File: src/rtl/hazard_controller_if.sv
// Pipeline-to-hazard-controller signal bundle: stage register info in, stall/flush/forward controls out.
// The pipeline side uses the master modport, the hazard controller the slave modport.
interface hazard_controller_if #(
    parameter int CNT_W = 32
);
    logic             id_valid;
    logic [4:0]       id_rs1;
    logic [4:0]       id_rs2;
    logic [4:0]       ex_rs1;
    logic [4:0]       ex_rs2;
    logic [4:0]       ex_rd;
    logic             ex_regw;
    logic             ex_is_load;
    logic             ex_redirect;
    logic             ex_mdu_start;
    logic             mdu_done;
    logic [4:0]       mem_rd;
    logic             mem_regw;
    logic [4:0]       wb_rd;
    logic             wb_regw;

    logic [1:0]       fwd_a_sel;
    logic [1:0]       fwd_b_sel;
    logic             stall_if;
    logic             stall_id;
    logic             stall_ex;
    logic             flush_id;
    logic             flush_ex;
    logic             bubble_mem;
    logic             mdu_timeout;
    logic [CNT_W-1:0] stall_cycles;
    logic [CNT_W-1:0] flush_events;

    modport master (
        output id_valid, id_rs1, id_rs2, ex_rs1, ex_rs2, ex_rd, ex_regw, ex_is_load,
               ex_redirect, ex_mdu_start, mdu_done, mem_rd, mem_regw, wb_rd, wb_regw,
        input  fwd_a_sel, fwd_b_sel, stall_if, stall_id, stall_ex, flush_id, flush_ex,
               bubble_mem, mdu_timeout, stall_cycles, flush_events
    );

    modport slave (
        input  id_valid, id_rs1, id_rs2, ex_rs1, ex_rs2, ex_rd, ex_regw, ex_is_load,
               ex_redirect, ex_mdu_start, mdu_done, mem_rd, mem_regw, wb_rd, wb_regw,
        output fwd_a_sel, fwd_b_sel, stall_if, stall_id, stall_ex, flush_id, flush_ex,
               bubble_mem, mdu_timeout, stall_cycles, flush_events
    );
endinterface

File: src/rtl/hazard_controller.sv
// 5-stage pipeline hazard controller: EX operand forwarding, load-use stalls, redirect flushes,
// multi-cycle MDU freeze with a timeout watchdog, and stall/flush performance counters.
module hazard_controller #(
    parameter int MDU_TIMEOUT = 64,
    parameter int CNT_W       = 32
) (
    input logic               clk,
    input logic               rst_n,
    hazard_controller_if.slave hz
);
    typedef enum logic {RUN, MDU_WAIT} state_t;

    localparam logic [7:0] TMO_LIMIT = 8'(MDU_TIMEOUT);

    state_t     state, state_nxt;
    logic [7:0] tmo_cnt, tmo_cnt_nxt;
    logic       tmo_set;
    logic       redirect_evt;
    logic       load_use;

    logic       stall_if, stall_id, stall_ex, flush_id, flush_ex, bubble_mem;
    logic       mdu_timeout;
    logic [CNT_W-1:0] stall_cycles, flush_events;

    // MEM result is younger than WB, so it wins; x0 is hardwired zero and never forwarded.
    function automatic logic [1:0] fwd_sel(input logic [4:0] rs,
                                           input logic       m_we, input logic [4:0] m_rd,
                                           input logic       w_we, input logic [4:0] w_rd);
        if (m_we && m_rd != 5'd0 && m_rd == rs)
            return 2'b10;
        else if (w_we && w_rd != 5'd0 && w_rd == rs)
            return 2'b01;
        else
            return 2'b00;
    endfunction

    assign hz.fwd_a_sel = fwd_sel(hz.ex_rs1, hz.mem_regw, hz.mem_rd, hz.wb_regw, hz.wb_rd);
    assign hz.fwd_b_sel = fwd_sel(hz.ex_rs2, hz.mem_regw, hz.mem_rd, hz.wb_regw, hz.wb_rd);

    assign load_use = hz.ex_is_load && hz.ex_regw && (hz.ex_rd != 5'd0) && hz.id_valid &&
                      ((hz.ex_rd == hz.id_rs1) || (hz.ex_rd == hz.id_rs2));

    always_comb begin
        // NOTE: every signal written here gets a default first so no path leaves it unassigned (no latch).
        state_nxt    = state;
        tmo_cnt_nxt  = tmo_cnt;
        tmo_set      = 1'b0;
        redirect_evt = 1'b0;
        stall_if     = 1'b0;
        stall_id     = 1'b0;
        stall_ex     = 1'b0;
        flush_id     = 1'b0;
        flush_ex     = 1'b0;
        bubble_mem   = 1'b0;

        case (state)
            RUN: begin
                if (hz.ex_redirect) begin
                    flush_id     = 1'b1;
                    flush_ex     = 1'b1;
                    redirect_evt = 1'b1;
                end else if (hz.ex_mdu_start) begin
                    stall_if    = 1'b1;
                    stall_id    = 1'b1;
                    stall_ex    = 1'b1;
                    bubble_mem  = 1'b1;
                    tmo_cnt_nxt = 8'd1;
                    state_nxt   = MDU_WAIT;
                end else if (load_use) begin
                    stall_if = 1'b1;
                    stall_id = 1'b1;
                    flush_ex = 1'b1;
                end
            end
            MDU_WAIT: begin
                stall_if   = 1'b1;
                stall_id   = 1'b1;
                stall_ex   = 1'b1;
                bubble_mem = 1'b1;
                tmo_cnt_nxt = (tmo_cnt == 8'hFF) ? tmo_cnt : tmo_cnt + 8'd1;
                // A done arriving in the same cycle as the limit still counts as a clean finish.
                if (hz.mdu_done) begin
                    state_nxt = RUN;
                end else if (tmo_cnt == TMO_LIMIT) begin
                    state_nxt = RUN;
                    tmo_set   = 1'b1;
                end
            end
            default: state_nxt = RUN;
        endcase
    end

    always_ff @(posedge clk or negedge rst_n) begin
        if (!rst_n) begin
            state        <= RUN;
            tmo_cnt      <= 8'd0;
            mdu_timeout  <= 1'b0;
            stall_cycles <= '0;
            flush_events <= '0;
        end else begin
            // NOTE: non-blocking assignments so every register samples pre-edge values.
            state   <= state_nxt;
            tmo_cnt <= tmo_cnt_nxt;
            if (tmo_set)
                mdu_timeout <= 1'b1;
            if (stall_if)
                stall_cycles <= stall_cycles + 1'b1;
            if (redirect_evt)
                flush_events <= flush_events + 1'b1;
        end
    end

    assign hz.stall_if     = stall_if;
    assign hz.stall_id     = stall_id;
    assign hz.stall_ex     = stall_ex;
    assign hz.flush_id     = flush_id;
    assign hz.flush_ex     = flush_ex;
    assign hz.bubble_mem   = bubble_mem;
    assign hz.mdu_timeout  = mdu_timeout;
    assign hz.stall_cycles = stall_cycles;
    assign hz.flush_events = flush_events;
endmodule

File: src/flat_wrapper.sv
// flat-port wrapper written by rule: the top's interface ports become plain ports
module hazard_controller_flat 
#(
    parameter int MDU_TIMEOUT = 64,
    parameter int CNT_W       = 32
)
  (clk, rst_n, hz_id_valid, hz_id_rs1, hz_id_rs2, hz_ex_rs1, hz_ex_rs2, hz_ex_rd, hz_ex_regw, hz_ex_is_load, hz_ex_redirect, hz_ex_mdu_start, hz_mdu_done, hz_mem_rd, hz_mem_regw, hz_wb_rd, hz_wb_regw, hz_fwd_a_sel, hz_fwd_b_sel, hz_stall_if, hz_stall_id, hz_stall_ex, hz_flush_id, hz_flush_ex, hz_bubble_mem, hz_mdu_timeout, hz_stall_cycles, hz_flush_events);
  hazard_controller_if #(.CNT_W(CNT_W)) hz_i ();
  input logic clk;
  input logic rst_n;
  input wire logic [$bits(hz_i.id_valid)-1:0] hz_id_valid;
  input wire logic [$bits(hz_i.id_rs1)-1:0] hz_id_rs1;
  input wire logic [$bits(hz_i.id_rs2)-1:0] hz_id_rs2;
  input wire logic [$bits(hz_i.ex_rs1)-1:0] hz_ex_rs1;
  input wire logic [$bits(hz_i.ex_rs2)-1:0] hz_ex_rs2;
  input wire logic [$bits(hz_i.ex_rd)-1:0] hz_ex_rd;
  input wire logic [$bits(hz_i.ex_regw)-1:0] hz_ex_regw;
  input wire logic [$bits(hz_i.ex_is_load)-1:0] hz_ex_is_load;
  input wire logic [$bits(hz_i.ex_redirect)-1:0] hz_ex_redirect;
  input wire logic [$bits(hz_i.ex_mdu_start)-1:0] hz_ex_mdu_start;
  input wire logic [$bits(hz_i.mdu_done)-1:0] hz_mdu_done;
  input wire logic [$bits(hz_i.mem_rd)-1:0] hz_mem_rd;
  input wire logic [$bits(hz_i.mem_regw)-1:0] hz_mem_regw;
  input wire logic [$bits(hz_i.wb_rd)-1:0] hz_wb_rd;
  input wire logic [$bits(hz_i.wb_regw)-1:0] hz_wb_regw;
  output wire logic [$bits(hz_i.fwd_a_sel)-1:0] hz_fwd_a_sel;
  output wire logic [$bits(hz_i.fwd_b_sel)-1:0] hz_fwd_b_sel;
  output wire logic [$bits(hz_i.stall_if)-1:0] hz_stall_if;
  output wire logic [$bits(hz_i.stall_id)-1:0] hz_stall_id;
  output wire logic [$bits(hz_i.stall_ex)-1:0] hz_stall_ex;
  output wire logic [$bits(hz_i.flush_id)-1:0] hz_flush_id;
  output wire logic [$bits(hz_i.flush_ex)-1:0] hz_flush_ex;
  output wire logic [$bits(hz_i.bubble_mem)-1:0] hz_bubble_mem;
  output wire logic [$bits(hz_i.mdu_timeout)-1:0] hz_mdu_timeout;
  output wire logic [$bits(hz_i.stall_cycles)-1:0] hz_stall_cycles;
  output wire logic [$bits(hz_i.flush_events)-1:0] hz_flush_events;
  assign hz_i.id_valid = hz_id_valid;
  assign hz_i.id_rs1 = hz_id_rs1;
  assign hz_i.id_rs2 = hz_id_rs2;
  assign hz_i.ex_rs1 = hz_ex_rs1;
  assign hz_i.ex_rs2 = hz_ex_rs2;
  assign hz_i.ex_rd = hz_ex_rd;
  assign hz_i.ex_regw = hz_ex_regw;
  assign hz_i.ex_is_load = hz_ex_is_load;
  assign hz_i.ex_redirect = hz_ex_redirect;
  assign hz_i.ex_mdu_start = hz_ex_mdu_start;
  assign hz_i.mdu_done = hz_mdu_done;
  assign hz_i.mem_rd = hz_mem_rd;
  assign hz_i.mem_regw = hz_mem_regw;
  assign hz_i.wb_rd = hz_wb_rd;
  assign hz_i.wb_regw = hz_wb_regw;
  assign hz_fwd_a_sel = hz_i.fwd_a_sel;
  assign hz_fwd_b_sel = hz_i.fwd_b_sel;
  assign hz_stall_if = hz_i.stall_if;
  assign hz_stall_id = hz_i.stall_id;
  assign hz_stall_ex = hz_i.stall_ex;
  assign hz_flush_id = hz_i.flush_id;
  assign hz_flush_ex = hz_i.flush_ex;
  assign hz_bubble_mem = hz_i.bubble_mem;
  assign hz_mdu_timeout = hz_i.mdu_timeout;
  assign hz_stall_cycles = hz_i.stall_cycles;
  assign hz_flush_events = hz_i.flush_events;
  hazard_controller #(.MDU_TIMEOUT(MDU_TIMEOUT), .CNT_W(CNT_W)) u_core (.clk(clk), .rst_n(rst_n), .hz(hz_i));
endmodule
File: config.mk
export PLATFORM = sky130hd
export DESIGN_NAME = hazard_controller_flat
export DESIGN_NICKNAME = d
export VERILOG_FILES = /design/src/rtl/hazard_controller_if.sv /design/src/rtl/hazard_controller.sv /design/src/flat_wrapper.sv
export SDC_FILE = /design/constraint.sdc
export NUM_CORES = 1
export LEC_CHECK = 0
export BUFFER_PORTS_ARGS = -buffer_cell sky130_fd_sc_hd__buf_4
export CAP_MARGIN = 0
export CELL_PAD_IN_SITES_DETAIL_PLACEMENT = 1
export CELL_PAD_IN_SITES_GLOBAL_PLACEMENT = 1
export CORE_ASPECT_RATIO = 1.2
export CORE_MARGIN = 8
export CORE_UTILIZATION = 35
export CTS_CLUSTER_DIAMETER = 150
export DETAILED_ROUTE_END_ITERATION = 16
export GPL_TIMING_DRIVEN = 0
export PLACE_DENSITY_LB_ADDON = 0.1
export SLEW_MARGIN = 20
export SYNTH_ARGS = -nofsm -noshare
export SYNTH_HDL_FRONTEND = slang
export SYNTH_SLANG_ARGS = --single-unit
File: constraint.sdc
create_clock -name clk -period 4.25 [get_ports clk]
set_clock_uncertainty 0.2 [all_clocks]
set_input_delay 0 -clock clk [delete_from_list [all_inputs] [get_ports clk]]
set_output_delay 0 -clock clk [all_outputs]
set_load 0.02 [all_outputs]
==> impl_summary.md <==
Outcome
The run finished with clean final reports.

STA
Setup violations remaining at the end of the flow were counted as 0. The final critical-path required period is 2581 ps. The worst-margin pin slew is 956.4 ps. Setup repair after global routing left no endpoint under its margin. The number of max-slew violations in the final report is 0. Of the available clock period, the critical path in the final layout requires 60.74%. The number of endpoints with negative hold slack in the final report came to 0. Headroom to the max-slew limit came out at 36.24%. The summed negative setup slack over all endpoints is 0 ps. The fmax is 387.4 MHz.

CTS
The number of gates resized after CTS is 0. The clock passes through at most 2 buffers. Clock latency on the worst-skew pair, taken at its later pin, is 330 ps. TritonCTS built the clock tree.

The total number of clock tree sinks is 74. Buffers inserted to repair hold after CTS numbered 4. CTS built an H-tree with a depth of 3. After clock tree synthesis, the clock-pin slew on the worst setup and hold paths is 60 ps. In this run, CTS created clock tree buffers numbering 9. The post-CTS repair timing setup buffer count is 0. The cell chosen for the clock root is clkbuf_16.

Routing
The first routing iteration left 95 violations. The number of vias after detailed routing is 3255. The via density per instance is 5.094. The wire length per cell is 16.33 µm. The pre-antenna-repair detailed-routing pass consisted of 4 iterations.

The post-route antenna net violation count is 0. After detailed routing, the number of remaining DRC violations is 0. The final layout contains routed wiring with a total length of 10.44 mm.

Synth
The mean post-synth cell area is 10.50 µm². The number of flops mapped to enable cells by yosys is 0. The total nets after synthesis is 417. Of the synthesized area, sequential elements account for 47.93%. Yosys mapped the design onto 38 distinct sky130hd cell types.

After synthesis the cells add up to 3864 µm². The synthesized design contains 74 register bits. The Yosys step of the flow raised 0 warnings. After synthesis, the largest area contributor takes up 47.93% of total cell area. The largest area contributor in the synthesized netlist is dfrtp_1. Sorting the synthesized cells by area gives the leading types as dfrtp_1 (48%), xnor2_1 (12%), xor2_1 (9.7%), nand4_1 (3.9%), nand2_1 (3.5%). Counting flops with an async set or reset pin after synthesis yields a share of 100.0%. The post-synthesis cell count is 368. For this run, the leading register cell type out of synthesis is dfrtp_1.

Place
The placed wire-length estimate after detailed placement is 7.929 mm. At the end of routability-driven placement, the weighted congestion stood at 0.7836. The count of buffers inserted at the top-level ports is 119.

Final layout
The relative area change from synthesis to final layout is 36.72%. The final cell utilization of the core is 48.56%. The leading cell type in the layout, fill and taps excluded is buf_4. After the last flow step, the layout net total stands at 551. The library cells used most frequently in the layout, excluding fill and tap cells, are buf_4 (121), dfrtp_1 (74), xnor2_1 (54). The filler cell count in the final layout is 1244.

The layout cell share with drive strength beyond 1 is 29.98%. The antenna diode count is 0.

Worst setup path
The cell that appears most often on the critical path is buf_4. The worst register-to-register path has a depth of 7. Grouping stages by cell kind, the critical path spends the most delay in buffers and inverters. The critical path's largest stage delay is 450 ps.

The element type at the critical path start is a flip-flop. Traced cell by cell, the critical path runs through nand2b_1 -> clkbuf_1 -> a31oi_4 -> inv_1 -> buf_2 -> buf_4 -> buf_4. The reg-to-reg setup timing slack is 1980 ps. In this run the critical register-to-register path is launched from u_core.state$_DFF_PN0_.

The maximum fanout count along the critical path is 11. The data arrival time of the critical path is 2380 ps. The critical path depth is 7. STA classifies the critical path endpoint as an output port. The worst setup path is of the reg2out kind. The reg-to-reg critical path endpoint is u_core.hz.stall_cycles[26]$_DFFE_PN0P_. Together, buffers and inverters on the worst path number 5.

The worst endpoint required time is 4050 ps. The cell type of the slowest stage on the worst timing path is dfrtp_1.

Power
Across the VDD grid, the largest voltage drop is 0.0001877 V. The power per unit of standard cell area is 442.4 nW/µm². The analysis attributes to cell leakage a power of 2.534 nW.

The design draws 2.337 mW.

Job
The total of max-cap violations is 0.

Global route
The leftover overflow at the end of global routing is 0. Entering global routing, the biggest net connects 75 pins. The global-route total usage across every layer is 14.77%. The number of antenna violations at the first check in global routing is 0.

The wire length of the first global-routing pass is 17.62 mm. The via count of the first global-routing pass was 3547.

Floorplan
From left edge to right edge, the die measures 111.9 µm. The total area inside the core boundary comes to 10880 µm². The row count is 42. The initial utilization of the core area, before any placement, comes to 35.52%.

The die covers 14670 µm². The number of I/O pins is 120. The die boundary height is 131.1 µm.

Worst hold path
The path class of the tightest hold or removal check is in2async.
[cell type report]
cell class / instances / area [µm²] / share of cell area (%)
Timing Repair Buffer: 123 / 933.4 / 17.67
Multi-Input combinational cell: 280 / 1936 / 36.64
Buffer: 7 / 50.05 / 0.9474
Clock inverter: 5 / 77.57 / 1.468
Inverter: 7 / 26.28 / 0.4974
Tap cell: 132 / 165.2 / 3.126
Sequential cell: 74 / 1852 / 35.05
Clock buffer: 11 / 242.7 / 4.595
[Yosys cell counts (2+ instances only)]
master     n
nor2_1    19
o21ai_0    6
nor3_1     4
nand4_1   24
nor4_1    20
ha_1       4
buf_4      2
buf_6      2
inv_1      7
and2_1     2
nand2_1   36
or4_1      4
xnor2_1   54
and4_1     2
nor3_4     2
nand3_1   26
nand2b_1   2
and3_1    14
xor2_1    43
a21oi_1    3
clkbuf_1   2
dfrtp_1   74
[registers in the layout, summed over array words and instances, names as in the netlist]
register / count
u_core.hz.mdu_timeout: 1
u_core.state: 1
u_core.hz.stall_cycles: 32
u_core.hz.flush_events: 32
u_core.tmo_cnt: 8
[logic make-up (layout without fill, tap and decap cells)]
kind of cell,Yosys count,in the layout,synth area share (%)
compound gates,14,14,2.623
xor+xnor,97,97,21.99
fa+ha+maj,4,4,1.295
buf+inv,14,153,1.975
flops,74,74,47.93
mux,1,1,0.2591
simple gates,164,164,23.93
[how the worst max path moves through the flow]
stage | startpoint | endpoint | slack (ps)
floorplan | u_core.state$_DFF_PN0_ | u_core.hz.flush_events[13]$_DFFE_PN0P_ | 2210
global placement | u_core.state$_DFF_PN0_ | u_core.hz.stall_cycles[30]$_DFFE_PN0P_ | 2020
detailed placement | u_core.state$_DFF_PN0_ | u_core.hz.stall_cycles[26]$_DFFE_PN0P_ | 1960
CTS | u_core.state$_DFF_PN0_ | hz_stall_if | 1620
global route | u_core.state$_DFF_PN0_ | hz_stall_if | 1510
finish | u_core.state$_DFF_PN0_ | hz_stall_if | 1670
[stage by stage]
stage	cell area [µm²]	hold slack, ps	instances	setup slack, ps
2_1_floorplan	3864	-495.6	368	2210
3_3_place_gp	4922	19.47	619	2017
3_5_place_dp	4922	21.91	619	1960
4_1_cts	5283	204.8	639	1621
5_1_grt	5283	270.2	639	1506
6_report	5283	132.6	639	1669
[worst reg2reg max path, stage by stage, from the launching register on]
cell	delay [ps]
dfrtp_1	450
nand2b_1	170
clkbuf_1	200
a31oi_4	420
inv_1	250
buf_2	260
nand4_1	120
xnor2_1	130
[where the power goes]
part | switching (mW) | total (mW) | internal, mW
clock network | 0.286 | 0.814 | 0.528
logic | 0.337 | 0.603 | 0.265
registers | 0.127 | 0.920 | 0.793
[per-layer routing]
metal	vias up	track usage [%]	share of wire, %
met5	-	0	0
met4	0	6.044	1.4
met3	11	3.850	5.3
met2	75	25.73	51
met1	1615	17.06	43
li1	1554	-	-
Note: power is estimated with default switching activity, not from simulation.
